[src/rtl/instr_register_pkg.sv]
// Shared types for the instr_register and its write/read controller.
// Declares the instruction payload types plus the controller depth and pointer width.
package instr_register_pkg;

    typedef enum logic [3:0] {
        ZERO,
        PASSA,
        PASSB,
        ADD,
        SUB,
        MULT,
        DIV,
        MOD
    } opcode_t;

    typedef logic signed [31:0] operand_t;

    typedef struct packed {
        opcode_t  opc;
        operand_t op_a;
        operand_t op_b;
    } instruction_t;

    localparam int IR_NUM_ENTRIES = 32;
    localparam int IR_ADDR_W      = 5;

    typedef struct packed {
        opcode_t  opc;
        operand_t op_a;
        operand_t op_b;
    } ir_req_t;

endpackage

[src/rtl/instr_register_ctrl_if.sv]
// Bus between the instr_register controller and its requesters, consumer and register file.
// The slave modport is the controller side; master is the requester/consumer side.
interface instr_register_ctrl_if;
    import instr_register_pkg::*;

    logic [1:0]           req_i;
    opcode_t              opcode_i    [2];
    operand_t             operand_a_i [2];
    operand_t             operand_b_i [2];
    logic [1:0]           gnt_o;

    logic                 load_en;
    logic [IR_ADDR_W-1:0] write_pointer;
    opcode_t              opcode;
    operand_t             operand_a;
    operand_t             operand_b;

    logic [IR_ADDR_W-1:0] read_pointer;
    logic                 rd_valid_o;
    logic                 rd_ready_i;
    logic [IR_ADDR_W:0]   count_o;
    logic                 full_o;
    logic                 empty_o;

    modport slave (
        input  req_i, opcode_i, operand_a_i, operand_b_i, rd_ready_i,
        output gnt_o, load_en, write_pointer, opcode, operand_a, operand_b,
        output read_pointer, rd_valid_o, count_o, full_o, empty_o
    );

    modport master (
        output req_i, opcode_i, operand_a_i, operand_b_i, rd_ready_i,
        input  gnt_o, load_en, write_pointer, opcode, operand_a, operand_b,
        input  read_pointer, rd_valid_o, count_o, full_o, empty_o
    );

endinterface

[src/rtl/ir_rr_arbiter.sv]
// Two-way round-robin arbiter for the single instr_register write port.
// last_grant starts at requester 1 so requester 0 wins the first contention.
module ir_rr_arbiter (
    input  logic       clk,
    input  logic       rst_n,
    input  logic [1:0] i_req,
    input  logic       i_block,
    output logic [1:0] o_gnt
);

    logic       r_last_grant;
    logic [1:0] w_gnt;

    always_comb begin
        w_gnt = 2'b00;
        if (!i_block) begin
            case (i_req)
                2'b01:   w_gnt = 2'b01;
                2'b10:   w_gnt = 2'b10;
                2'b11:   w_gnt = r_last_grant ? 2'b01 : 2'b10;
                default: w_gnt = 2'b00;
            endcase
        end
    end

    assign o_gnt = w_gnt;

    // A grant is only ever issued to an active requester, so any grant is a transfer.
    always_ff @(posedge clk or negedge rst_n) begin
        if (!rst_n) begin
            r_last_grant <= 1'b1;
        end else if (|w_gnt) begin
            r_last_grant <= w_gnt[1];
        end
    end

endmodule

[src/rtl/instr_register_ctrl.sv]
// Write arbitration, staging and circular-queue pointer control for the 32-entry instr_register.
// Optional macro IR_CTRL_FLUSH_EN adds flush_i, which drops the staged entry and empties the queue.
module instr_register_ctrl
    import instr_register_pkg::*;
#(
    parameter int NUM_ENTRIES = IR_NUM_ENTRIES,
    parameter int ADDR_W      = IR_ADDR_W
) (
    input  logic clk,
    input  logic reset_n,
`ifdef IR_CTRL_FLUSH_EN
    input  logic flush_i,
`endif
    instr_register_ctrl_if.slave bus
);

    localparam logic [ADDR_W+1:0] LP_FULL      = (ADDR_W+2)'(NUM_ENTRIES);
    localparam logic [ADDR_W:0]   LP_COUNT_MAX = (ADDR_W+1)'(NUM_ENTRIES);

    logic [ADDR_W-1:0] r_wptr;
    logic [ADDR_W-1:0] r_rptr;
    logic [ADDR_W:0]   r_count;
    logic              r_stage_valid;
    ir_req_t           r_stage;

    logic [1:0]        w_gnt;
    logic              w_block;
    logic              w_xfer;
    logic              w_commit;
    logic              w_pop;
    logic              w_full;
    logic              w_empty;
    ir_req_t           w_sel;

    // The staged entry counts toward occupancy so a grant can never overfill the register.
    assign w_full   = ({1'b0, r_count} + (ADDR_W+2)'(r_stage_valid)) == LP_FULL;
    assign w_empty  = (r_count == '0);
    assign w_commit = r_stage_valid;
    assign w_pop    = bus.rd_ready_i & ~w_empty;
    assign w_xfer   = |(bus.req_i & w_gnt);

`ifdef IR_CTRL_FLUSH_EN
    assign w_block = w_full | ~reset_n | flush_i;
`else
    assign w_block = w_full | ~reset_n;
`endif

    ir_rr_arbiter u_arb (
        .clk     (clk),
        .rst_n   (reset_n),
        .i_req   (bus.req_i),
        .i_block (w_block),
        .o_gnt   (w_gnt)
    );

    always_comb begin
        w_sel.opc  = bus.opcode_i[0];
        w_sel.op_a = bus.operand_a_i[0];
        w_sel.op_b = bus.operand_b_i[0];
        if (w_gnt[1]) begin
            w_sel.opc  = bus.opcode_i[1];
            w_sel.op_a = bus.operand_a_i[1];
            w_sel.op_b = bus.operand_b_i[1];
        end
    end

    // Staging doubles as the write-data register; commit happens the edge after capture.
    always_ff @(posedge clk or negedge reset_n) begin
        if (!reset_n) begin
            r_stage_valid <= 1'b0;
            r_stage       <= '{opc: ZERO, op_a: '0, op_b: '0};
            r_wptr        <= '0;
            r_rptr        <= '0;
            r_count       <= '0;
        end else
`ifdef IR_CTRL_FLUSH_EN
        if (flush_i) begin
            r_stage_valid <= 1'b0;
            r_rptr        <= r_wptr;
            r_count       <= '0;
        end else
`endif
        begin
            r_stage_valid <= w_xfer;
            if (w_xfer) begin
                r_stage <= w_sel;
            end
            if (w_commit) begin
                r_wptr <= r_wptr + 1'b1;
            end
            if (w_pop) begin
                r_rptr <= r_rptr + 1'b1;
            end
            case ({w_commit, w_pop})
                2'b10:   r_count <= r_count + 1'b1;
                2'b01:   r_count <= r_count - 1'b1;
                default: r_count <= r_count;
            endcase
        end
    end

    assign bus.gnt_o         = w_gnt;
    assign bus.load_en       = r_stage_valid;
    assign bus.write_pointer = r_wptr;
    assign bus.opcode        = r_stage.opc;
    assign bus.operand_a     = r_stage.op_a;
    assign bus.operand_b     = r_stage.op_b;
    assign bus.read_pointer  = r_rptr;
    assign bus.rd_valid_o    = ~w_empty;
    assign bus.count_o       = r_count;
    assign bus.full_o        = w_full;
    assign bus.empty_o       = w_empty;

    a_count_no_overflow: assert property (@(posedge clk) disable iff (!reset_n)
        !(w_commit && !w_pop && r_count == LP_COUNT_MAX));

endmodule
[src/flat_wrapper.sv]
// flat-port wrapper written by rule: the top's interface ports become plain ports
module instr_register_ctrl_flat import instr_register_pkg::*;
#(
    parameter int NUM_ENTRIES = IR_NUM_ENTRIES,
    parameter int ADDR_W      = IR_ADDR_W
)
  (clk, reset_n, bus_req_i, bus_opcode_i, bus_operand_a_i, bus_operand_b_i, bus_rd_ready_i, bus_gnt_o, bus_load_en, bus_write_pointer, bus_opcode, bus_operand_a, bus_operand_b, bus_read_pointer, bus_rd_valid_o, bus_count_o, bus_full_o, bus_empty_o);
  instr_register_ctrl_if bus_i ();
  input  logic clk;
  input  logic reset_n;
  input wire logic [$bits(bus_i.req_i)-1:0] bus_req_i;
  input wire logic [$bits(bus_i.opcode_i)-1:0] bus_opcode_i;
  input wire logic [$bits(bus_i.operand_a_i)-1:0] bus_operand_a_i;
  input wire logic [$bits(bus_i.operand_b_i)-1:0] bus_operand_b_i;
  input wire logic [$bits(bus_i.rd_ready_i)-1:0] bus_rd_ready_i;
  output wire logic [$bits(bus_i.gnt_o)-1:0] bus_gnt_o;
  output wire logic [$bits(bus_i.load_en)-1:0] bus_load_en;
  output wire logic [$bits(bus_i.write_pointer)-1:0] bus_write_pointer;
  output wire logic [$bits(bus_i.opcode)-1:0] bus_opcode;
  output wire logic [$bits(bus_i.operand_a)-1:0] bus_operand_a;
  output wire logic [$bits(bus_i.operand_b)-1:0] bus_operand_b;
  output wire logic [$bits(bus_i.read_pointer)-1:0] bus_read_pointer;
  output wire logic [$bits(bus_i.rd_valid_o)-1:0] bus_rd_valid_o;
  output wire logic [$bits(bus_i.count_o)-1:0] bus_count_o;
  output wire logic [$bits(bus_i.full_o)-1:0] bus_full_o;
  output wire logic [$bits(bus_i.empty_o)-1:0] bus_empty_o;
  assign bus_i.req_i = bus_req_i;
  assign bus_i.opcode_i = {>>{bus_opcode_i}};
  assign bus_i.operand_a_i = {>>{bus_operand_a_i}};
  assign bus_i.operand_b_i = {>>{bus_operand_b_i}};
  assign bus_i.rd_ready_i = bus_rd_ready_i;
  assign bus_gnt_o = bus_i.gnt_o;
  assign bus_load_en = bus_i.load_en;
  assign bus_write_pointer = bus_i.write_pointer;
  assign bus_opcode = bus_i.opcode;
  assign bus_operand_a = bus_i.operand_a;
  assign bus_operand_b = bus_i.operand_b;
  assign bus_read_pointer = bus_i.read_pointer;
  assign bus_rd_valid_o = bus_i.rd_valid_o;
  assign bus_count_o = bus_i.count_o;
  assign bus_full_o = bus_i.full_o;
  assign bus_empty_o = bus_i.empty_o;
  instr_register_ctrl #(.NUM_ENTRIES(NUM_ENTRIES), .ADDR_W(ADDR_W)) u_core (.clk(clk), .reset_n(reset_n), .bus(bus_i));
endmodule
[config.mk]
export PLATFORM = sky130hd
export DESIGN_NAME = instr_register_ctrl_flat
export DESIGN_NICKNAME = d
export VERILOG_FILES = /design/src/rtl/instr_register_pkg.sv /design/src/rtl/instr_register_ctrl_if.sv /design/src/rtl/ir_rr_arbiter.sv /design/src/rtl/instr_register_ctrl.sv /design/src/flat_wrapper.sv
export SDC_FILE = /design/constraint.sdc
export NUM_CORES = 1
export LEC_CHECK = 0
export CORE_MARGIN = 5
export CORE_UTILIZATION = 30
export DETAILED_ROUTE_END_ITERATION = 8
export PLACE_DENSITY = 0.67
export SLEW_MARGIN = 30
export SYNTH_ARGS = -nofsm -noshare
export SYNTH_HDL_FRONTEND = slang
export SYNTH_SLANG_ARGS = --single-unit
[constraint.sdc]
create_clock -name clk -period 3.76 [get_ports clk]
set_clock_uncertainty 0.05 [all_clocks]
set_input_delay 0.752 -clock clk [delete_from_list [all_inputs] [get_ports clk]]
set_output_delay 0.752 -clock clk [all_outputs]
set_load 0.005 [all_outputs]
# After elaboration in Yosys (flattened, before gate mapping)
# Index checks and enable logic that the tools add are counted.
# totals
register_bits	86
latch_bits	0
ram_bits	0
mem_bits_ro	0
input_bits	141
out_inout_bits	90
wordCells	33
memories	0
# op_classes
add_sub_neg	5
multipliers	0
div	0
magnitude_cmp	0
n_eq_ne	6
shift	0
mux	5
bitwise	5
reduce_logical	4
# ops
operator	count
two-way mux 68 bit	1
case mux 6 bit (2 select lines)	1
adder 5 x 1 -> 5 bit, second input constant	2
adder 6 x 1 -> 7 bit	1
== test 7 x 6 -> 1 bit, second input constant	1
adder 6 x 1 -> 6 bit, second input constant	1
== test 2 bit, second input constant	3
zero test 6 bit	1
case mux 2 bit (3 select lines)	1
subtractor 6 x 1 -> 6 bit, second input constant	1
== test 2 x 1 -> 1 bit, second input constant	2
two-way mux 2 bit	2
OR reduction 2 bit	2
AND 2 bit	1
inverter 1 bit	2
nonzero test 2 bit	1
AND 1 bit	1
bitwise OR 1 bit	1

# Longest topological paths before layout
# Gate-level depths: netlist (run 1).
# logic_depth
ltp_word	6
mapped_depth	9
ltp_nobuf	9

# Cells and area by module
# Synthesis (run 1) repeated with hierarchy kept, for this count alone.
# hier_totals
hier_cells	398
area_unflattened_um2	4204.0
# modules_own_cells
mod	n_inst	cells_each	area_per_inst_um2	seq_area_each_um2
instr_register_ctrl	1	391	4132.7	2127.0
ir_rr_arbiter	1	7	71.3	26.3

# Worst setup path before layout (run 1)
# No wires, ideal clock.
# synth_timing
kind	input port to flip-flop
from	input port bus_rd_ready_i
to	register u_core.r_count[5], in the netlist u_core.bus.count_o[5]
setup_ns	0.125
arrival_ns	2.801
required_ns	3.585
setup_slack_ns	0.784
cell_stages	8
n_path_buf	0
cell_sequence	inv_1 -> a31oi_1 -> ha_1 -> ha_1 -> nor4bb_1 -> a311o_1 -> or3b_2 -> xor2_1
# synth_between
elab_chain_len	3
elab_cells_between_ends	5
cone_classes	2 x eq/ne; 1 x mux; 1 x bitwise; 1 x reduce/logical
# synth_lines
element	line_no	source
start: declaration	flat_wrapper.sv:15	input wire logic [$bits(bus_i.rd_ready_i)-1:0] bus_rd_ready_i;
AND 1 bit (*)	instr_register_ctrl.sv:39	assign w_pop = bus.rd_ready_i & ~w_empty;
== test 2 x 1 -> 1 bit or == test 2 bit (tied branches)	instr_register_ctrl.sv:94	case ({w_commit, w_pop})
case mux 6 bit (2 select lines) or nonzero test 2 bit (tied branches)	n/a	
end signal: assignment	instr_register_ctrl.sv:95	2'b10: r_count <= r_count + 1'b1;
end signal: assignment	instr_register_ctrl.sv:96	2'b01: r_count <= r_count - 1'b1;
end signal: assignment	instr_register_ctrl.sv:97	default: r_count <= r_count;
end: declaration	instr_register_ctrl.sv:22	logic [ADDR_W:0] r_count;
# Every way passes the cells marked *; elsewhere a longest branch is shown, timed or not.
# A chain may end at the register's enable or synchronous reset.

# Worst setup path in the final report (run 1)
# layout_timing
from	register u_core.r_stage_valid, in the netlist u_core.bus.load_en
to	output port bus_gnt_o[1]
# layout_between
elab_chain_len	4
# layout_lines
element	line_no	source
start: declaration	instr_register_ctrl.sv:23	logic r_stage_valid;
start signal: assignment	instr_register_ctrl.sv:84	r_stage_valid <= w_xfer;
adder 6 x 1 -> 7 bit	instr_register_ctrl.sv:36	assign w_full = ({1'b0, r_count} + (ADDR_W+2)'(r_stage_valid)) == LP_FULL;
== test 7 x 6 -> 1 bit	instr_register_ctrl.sv:36	
bitwise OR 1 bit	instr_register_ctrl.sv:45	assign w_block = w_full | ~reset_n;
two-way mux 2 bit	ir_rr_arbiter.sv:16	if (!i_block) begin
end: declaration	flat_wrapper.sv:16	output wire logic [$bits(bus_i.gnt_o)-1:0] bus_gnt_o;
# Every way passes these cells.

==> flow_metrics.tcl, run 1 <==
set metrics [dict create \
    power_frac_comb_pct 42.8 \
    grt_first_pass_wirelength_um 21000 \
    p_int_mw 2.78 \
    status "finished clean" \
    total_power_mw 3.95 \
    synth_cell_type_count 44 \
    ys.flop_type "dfrtp_1" \
    cap_violations 0 \
    cts_tree "yes" \
    tightest_slew_ps 782 \
    clk_latency_ps 330 \
    synth_area_leader_cell "dfrtp_1" \
    seq_power_share_pct 37.3 \
    drtIter0Drc 111 \
    postLayoutCellArea_um2 7210 \
    n_antenna_cell 0 \
    grt_max_degree 62 \
    power_density_nw_per_um2 547 \
    die_w_um 132 \
    wl_um 12600 \
    cp-start-kind "register" \
    die-area_um2 17300 \
    syn_inst 323 \
    grt_usage_pct 14.9 \
    core_um2 14500 \
    final_max_slew_viol_count 0 \
    rsz0062_at_grt "no" \
    drive_gt1_share_pct 29.2 \
    synth_top_cell_area_share_pct 48.0 \
    synth_edf_count 0 \
    root_buffer "clkbuf_16" \
    endpoint "bus_gnt_o[1]" \
    synthTopCellsByArea "dfrtp_1 (48%), mux2_2 (33%), mux2_4 (3.0%)" \
    grt_overflow_total 0 \
    rows 44 \
    htree_levels 3 \
    rr_worst_depth 8 \
    drc 0 \
    hold_viol 0 \
    worstPathRequired_ps 2960 \
    antenna_left 0 \
    clkPwrFrac_pct 19.9 \
    ios 231 \
    r2r-start "u_core.bus.count_o[3]" \
    vias 3455 \
    gp_congestion 0.811 \
    cts_buffers 9 \
    netlist_area_um2 4430 \
    p_sw_mw 1.17 \
    dp_hpwl_um 9980 \
    synth_most_common_cell "mux2_2" \
    grt_antenna_before_repair 0 \
    finalWorstSetupSlack_ps 389 \
    clk_pin_slew_ps 60 \
    worst-endpoint-arrival_ps 2570 \
    cts_resized 0 \
    ys_ff_latch 86 \
    setup-tns-final_ps 0 \
    clk_path_buf_depth 2 \
    yosysWarnings 0 \
    start_util_pct 30.5 \
    hold_class "in2async" \
    nets 707 \
    grt_pass1_vias 3798 \
    synth-async-reset-ratio_pct 100 \
    hold_buffers 0 \
    synthToLayoutAreaGrowth_pct 62.8 \
    dpl_cell_area_um2 6950 \
    r2r_end "u_core.bus.count_o[5]" \
    post-place-ws_ps 334 \
    die_y_um 132 \
    cts.sinks 86 \
    setup_viol 0 \
    slew_headroom_pct 47.9 \
    peakVddDrop_uv 281 \
    cp-startpoint "u_core.bus.load_en" \
    r2r_setup_slack_ps 920 \
    viasPerCell 4.64 \
    min_period_ps 3370 \
    swShare_pct 29.5 \
    wl_per_cell_um 17.0 \
    finalCritPeriodShare_pct 89.7 \
    post_cts_buffers 0 \
    worstSetupPathType "reg2out" \
    syn_area_per_cell_um2 13.7 \
    drt_pass1_iterations 4 \
    p_leak_nw 2.92 \
    seq_area_frac_synth_pct 48.6 \
    portBuffers 230 \
    syn_nets 474 \
    cp-end-kind "primary output" \
    synthTopCellsByCount "mux2_2 (129), dfrtp_1 (85), inv_1 (11), ha_1 (9), mux2_4 (9)" \
    fmax_ghz 0.297 \
    path_max_fanout 8 \
]
[critical path, cell delays in order, from the launching register on]
cell	delay [ps]
dfrtp_1	490
ha_1	240
ha_1	180
nor2b_1	180
o22ai_2	140
a311oi_1	330
and2_1	180
clkdlybuf4s50_1	500
[power by group through the flow]
stage	sequential (mW)	clock, mW	combinational [mW]
finish	1.47	0.786	1.69
global route	1.52	0.859	1.84
CTS	1.48	0.825	1.72
detailed placement	1.49	0	1.72
global placement	1.47	0	1.67
floorplan	1.47	0	0.724
[metrics by stage]
| step | std cells | util, % | hold WS [ps] |
|---|---|---|---|
| detailed placement | 729 | 47.8 | 422 |
| finish | 745 | 49.6 | 378 |
| global route | 745 | 49.6 | 406 |
| CTS | 745 | 49.6 | 382 |
| global placement | 729 | 47.8 | 413 |
| floorplan | 323 | - | 406 |
[final cells by class]
cell class,instances,area (um^2)
well taps,184,230
flip-flops and latches,86,2150
inverters,11,41.3
clock inverters,4,23.8
multi-input cells,211,2180
clock buffers,12,236
repair buffers,237,2350
fillers,1278,7320
[layer usage]
metal,routed length (um),track usage (%),part of all wire (%),up-vias
met5,0,0,0,-
met4,197,5.26,1.6,0
met3,829,4.09,6.6,14
met2,6540,25.8,52,147
met1,5080,17.6,40,1658
li1,-,-,-,1636
[logic make-up after synthesis]
family / count (synthesis) / synth area share [%]
DFF: 86 / 48.6
muxes: 139 / 36.1
AOI/OAI and AO/OA: 19 / 3.25
xor gates and xnor gates: 11 / 2.17
buffers and inverters: 26 / 2.80
adders and majority gates: 10 / 2.99
and+or+nand+nor: 32 / 4.12
[layout by cell type, fill, tap and decap left out, types with 2 or more instances in the layout]
cell	count
clkdlybuf4s50_1	229
mux2_2	129
dfrtp_1	85
inv_1	11
mux2_4	9
ha_1	9
clkbuf_16	9
buf_4	8
nand2_1	7
xnor2_1	7
nor2_1	6
o21ai_0	5
xor2_1	4
nand4_1	4
clkbuf_1	3
clkinv_2	3
nor2b_1	2
a211oi_1	2
[flip-flops by register name (all words and copies together) (netlist names)]
name,cells
u_core.bus.operand_a,32
u_core.bus.operand_b,32
u_core.bus.count_o,6
u_core.bus.read_pointer,5
u_core.bus.write_pointer,5
u_core.bus.opcode,4
u_core.bus.load_en,1
u_core.u_arb.r_last_grant,1
[worst min-delay path by stage]
stage | to | cells after the start
floorplan | u_core.bus.count_o[0] | 0
global placement | u_core.bus.read_pointer[4] | 1
detailed placement | u_core.bus.read_pointer[4] | 1
CTS | u_core.bus.count_o[5] | 2
global route | u_core.bus.operand_b[2] | 2
finish | u_core.bus.count_o[0] | 2
No activity file was read; power rests on OpenSTA's default activity.
==> run 2, diff against run 1 <==
Settings changed: CTS_BUF_LIST from default to sky130_fd_sc_hd__clkbuf_8.
==> run 2 against run 1 <==
  * First-iteration DRC count decreased by 9.9%
  * Combinational power about the same
  * Cell area decreased by 1.4%
  * Largest cell class unchanged
==> flow_metrics.tcl, run 2 (same netlist as run 1, synthesis figures left out) <==
set metrics [dict create \
    status "finished clean" \
    drt_pass1_iterations 4 \
    rows 44 \
    grt_first_pass_wirelength_um 21000 \
    htree_levels 3 \
    peakVddDrop_uv 276 \
    final_max_slew_viol_count 0 \
    portBuffers 230 \
    die_w_um 132 \
    cts.sinks 86 \
    finalCritPeriodShare_pct 90.4 \
    seqCellArea_um2 2150 \
    worstPathRequired_ps 2960 \
    drc 0 \
    hold_viol 0 \
    rsz0062_at_grt "no" \
    mostFrequentLayoutCell "clkdlybuf4s50_1" \
    clk_latency_ps 350 \
    multi_input_area_um2 2180 \
    n_antenna_cell 0 \
    clk_path_buf_depth 2 \
    cap_violations 0 \
    core_um2 14500 \
    power_density_nw_per_um2 521 \
    highest_layer "met4" \
    fillCellCount 1280 \
    hold_buffers 0 \
    start_util_pct 30.5 \
    slew_headroom_pct 48.2 \
    setup-tns-final_ps 0 \
    cts_buffers 9 \
    vias 3450 \
    timing.hold.ws_ps 359 \
    min_period_ps 3400 \
    path_max_fanout 8 \
    root_buffer "clkbuf_8" \
    gp_congestion 0.811 \
    die-area_um2 17300 \
    drive_gt1_share_pct 29.2 \
    die_y_um 132 \
    cts_tree "yes" \
    cts_resized 0 \
    r2r_setup_slack_ps 980 \
    final_cells 745 \
    slowest_stage "dfrtp_1" \
    worst-endpoint-arrival_ps 2600 \
    fmax_ghz 0.294 \
    cp_slowest_stage_delay_ps 500 \
    cp-end-kind "primary output" \
    grt_overflow_total 0 \
    dp_hpwl_um 9980 \
    post-place-ws_ps 334 \
    fin_util_pct 48.9 \
    nets 707 \
    wl_met2_um 6490 \
    cp_cell_sequence "ha_1, ha_1, nor2b_1, o22ai_2, a311oi_1, and2_1, clkdlybuf4s50_1" \
    antenna_left 0 \
    wl_um 12600 \
    viasPerCell 4.63 \
    tightest_slew_ps 776 \
    p_leak_nw 2.89 \
    cp-start-kind "register" \
    synthToLayoutAreaGrowth_pct 60.5 \
    drtIter0Drc 100 \
    wl_met1_um 5060 \
    grt_usage_pct 14.9 \
    finalWorstSetupSlack_ps 362 \
    path_delay_family "flip-flops" \
    ios 231 \
    wl_per_cell_um 16.9 \
    worstSetupPathType "reg2out" \
    clk_pin_slew_ps 80 \
    grt_antenna_before_repair 0 \
    wl_met3_um 880 \
    crit_buf_inv 1 \
    setup_viol 0 \
    post_cts_buffers 0 \
    grt_pass1_vias 3792 \
    placedCellCount 729 \
    layout_common_cells "clkdlybuf4s50_1 (229), mux2_2 (129), dfrtp_1 (85), inv_1 (14)" \
    grt_max_degree 62 \
    crit_top_cell "ha_1" \
    hold_class "in2async" \
]
run 2: final cells by class:
type / instances / share of cell area, %
Timing Repair Buffer: 237 / 33.1
Multi-Input combinational cell: 211 / 30.6
Clock inverter: 7 / 0.493
Inverter: 11 / 0.581
Clock buffer: 9 / 1.74
Sequential cell: 86 / 30.3
Tap cell: 184 / 3.24
run 2: metrics by stage:
stage / power, mW / area (um^2)
2_1_floorplan: 2.19 / 4430
3_3_place_gp: 3.14 / 6950
3_5_place_dp: 3.21 / 6950
4_1_cts: 3.78 / 7110
5_1_grt: 3.98 / 7110
6_report: 3.70 / 7110
run 2: where the power goes:
| group | total, mW | switching [mW] | internal [mW] |
|---|---|---|---|
| registers | 1.47 | 0.242 | 1.23 |
| clock network | 0.546 | 0.315 | 0.231 |
| logic | 1.69 | 0.582 | 1.10 |
run 2: worst reg2reg max path, delay by kind of cell, from the launching register on:
kind,cells,cell delay [ps]
XOR/XNOR,1,160
adder cells (fa/ha/maj),2,660
AND/OR/NAND/NOR,3,670
AO/OA/AOI/OAI,2,630
flip-flops,1,490
run 2: final timing paths:
check                                           startpoint                          to  cells after the start
worst max-delay path                    u_core.bus.load_en                bus_gnt_o[1]                      7
worst min-delay path                               reset_n    u_core.bus.operand_b[31]                      2
worst max register to register       u_core.bus.count_o[3]       u_core.bus.count_o[5]                      8
worst min register to register  u_core.bus.read_pointer[4]  u_core.bus.read_pointer[4]                      1
max in group asynchronous                          reset_n     u_core.bus.operand_a[8]                      3
min in group clk                u_core.bus.read_pointer[4]  u_core.bus.read_pointer[4]                      1
run 2: metal layers:
| layer | track usage (%) | vias to the layer above |
|---|---|---|
| met2 | 25.8 | 148 |
| li1 | - | 1629 |
| met5 | 0 | - |
| met4 | 5.26 | 0 |
| met1 | 17.6 | 1659 |
| met3 | 4.09 | 14 |
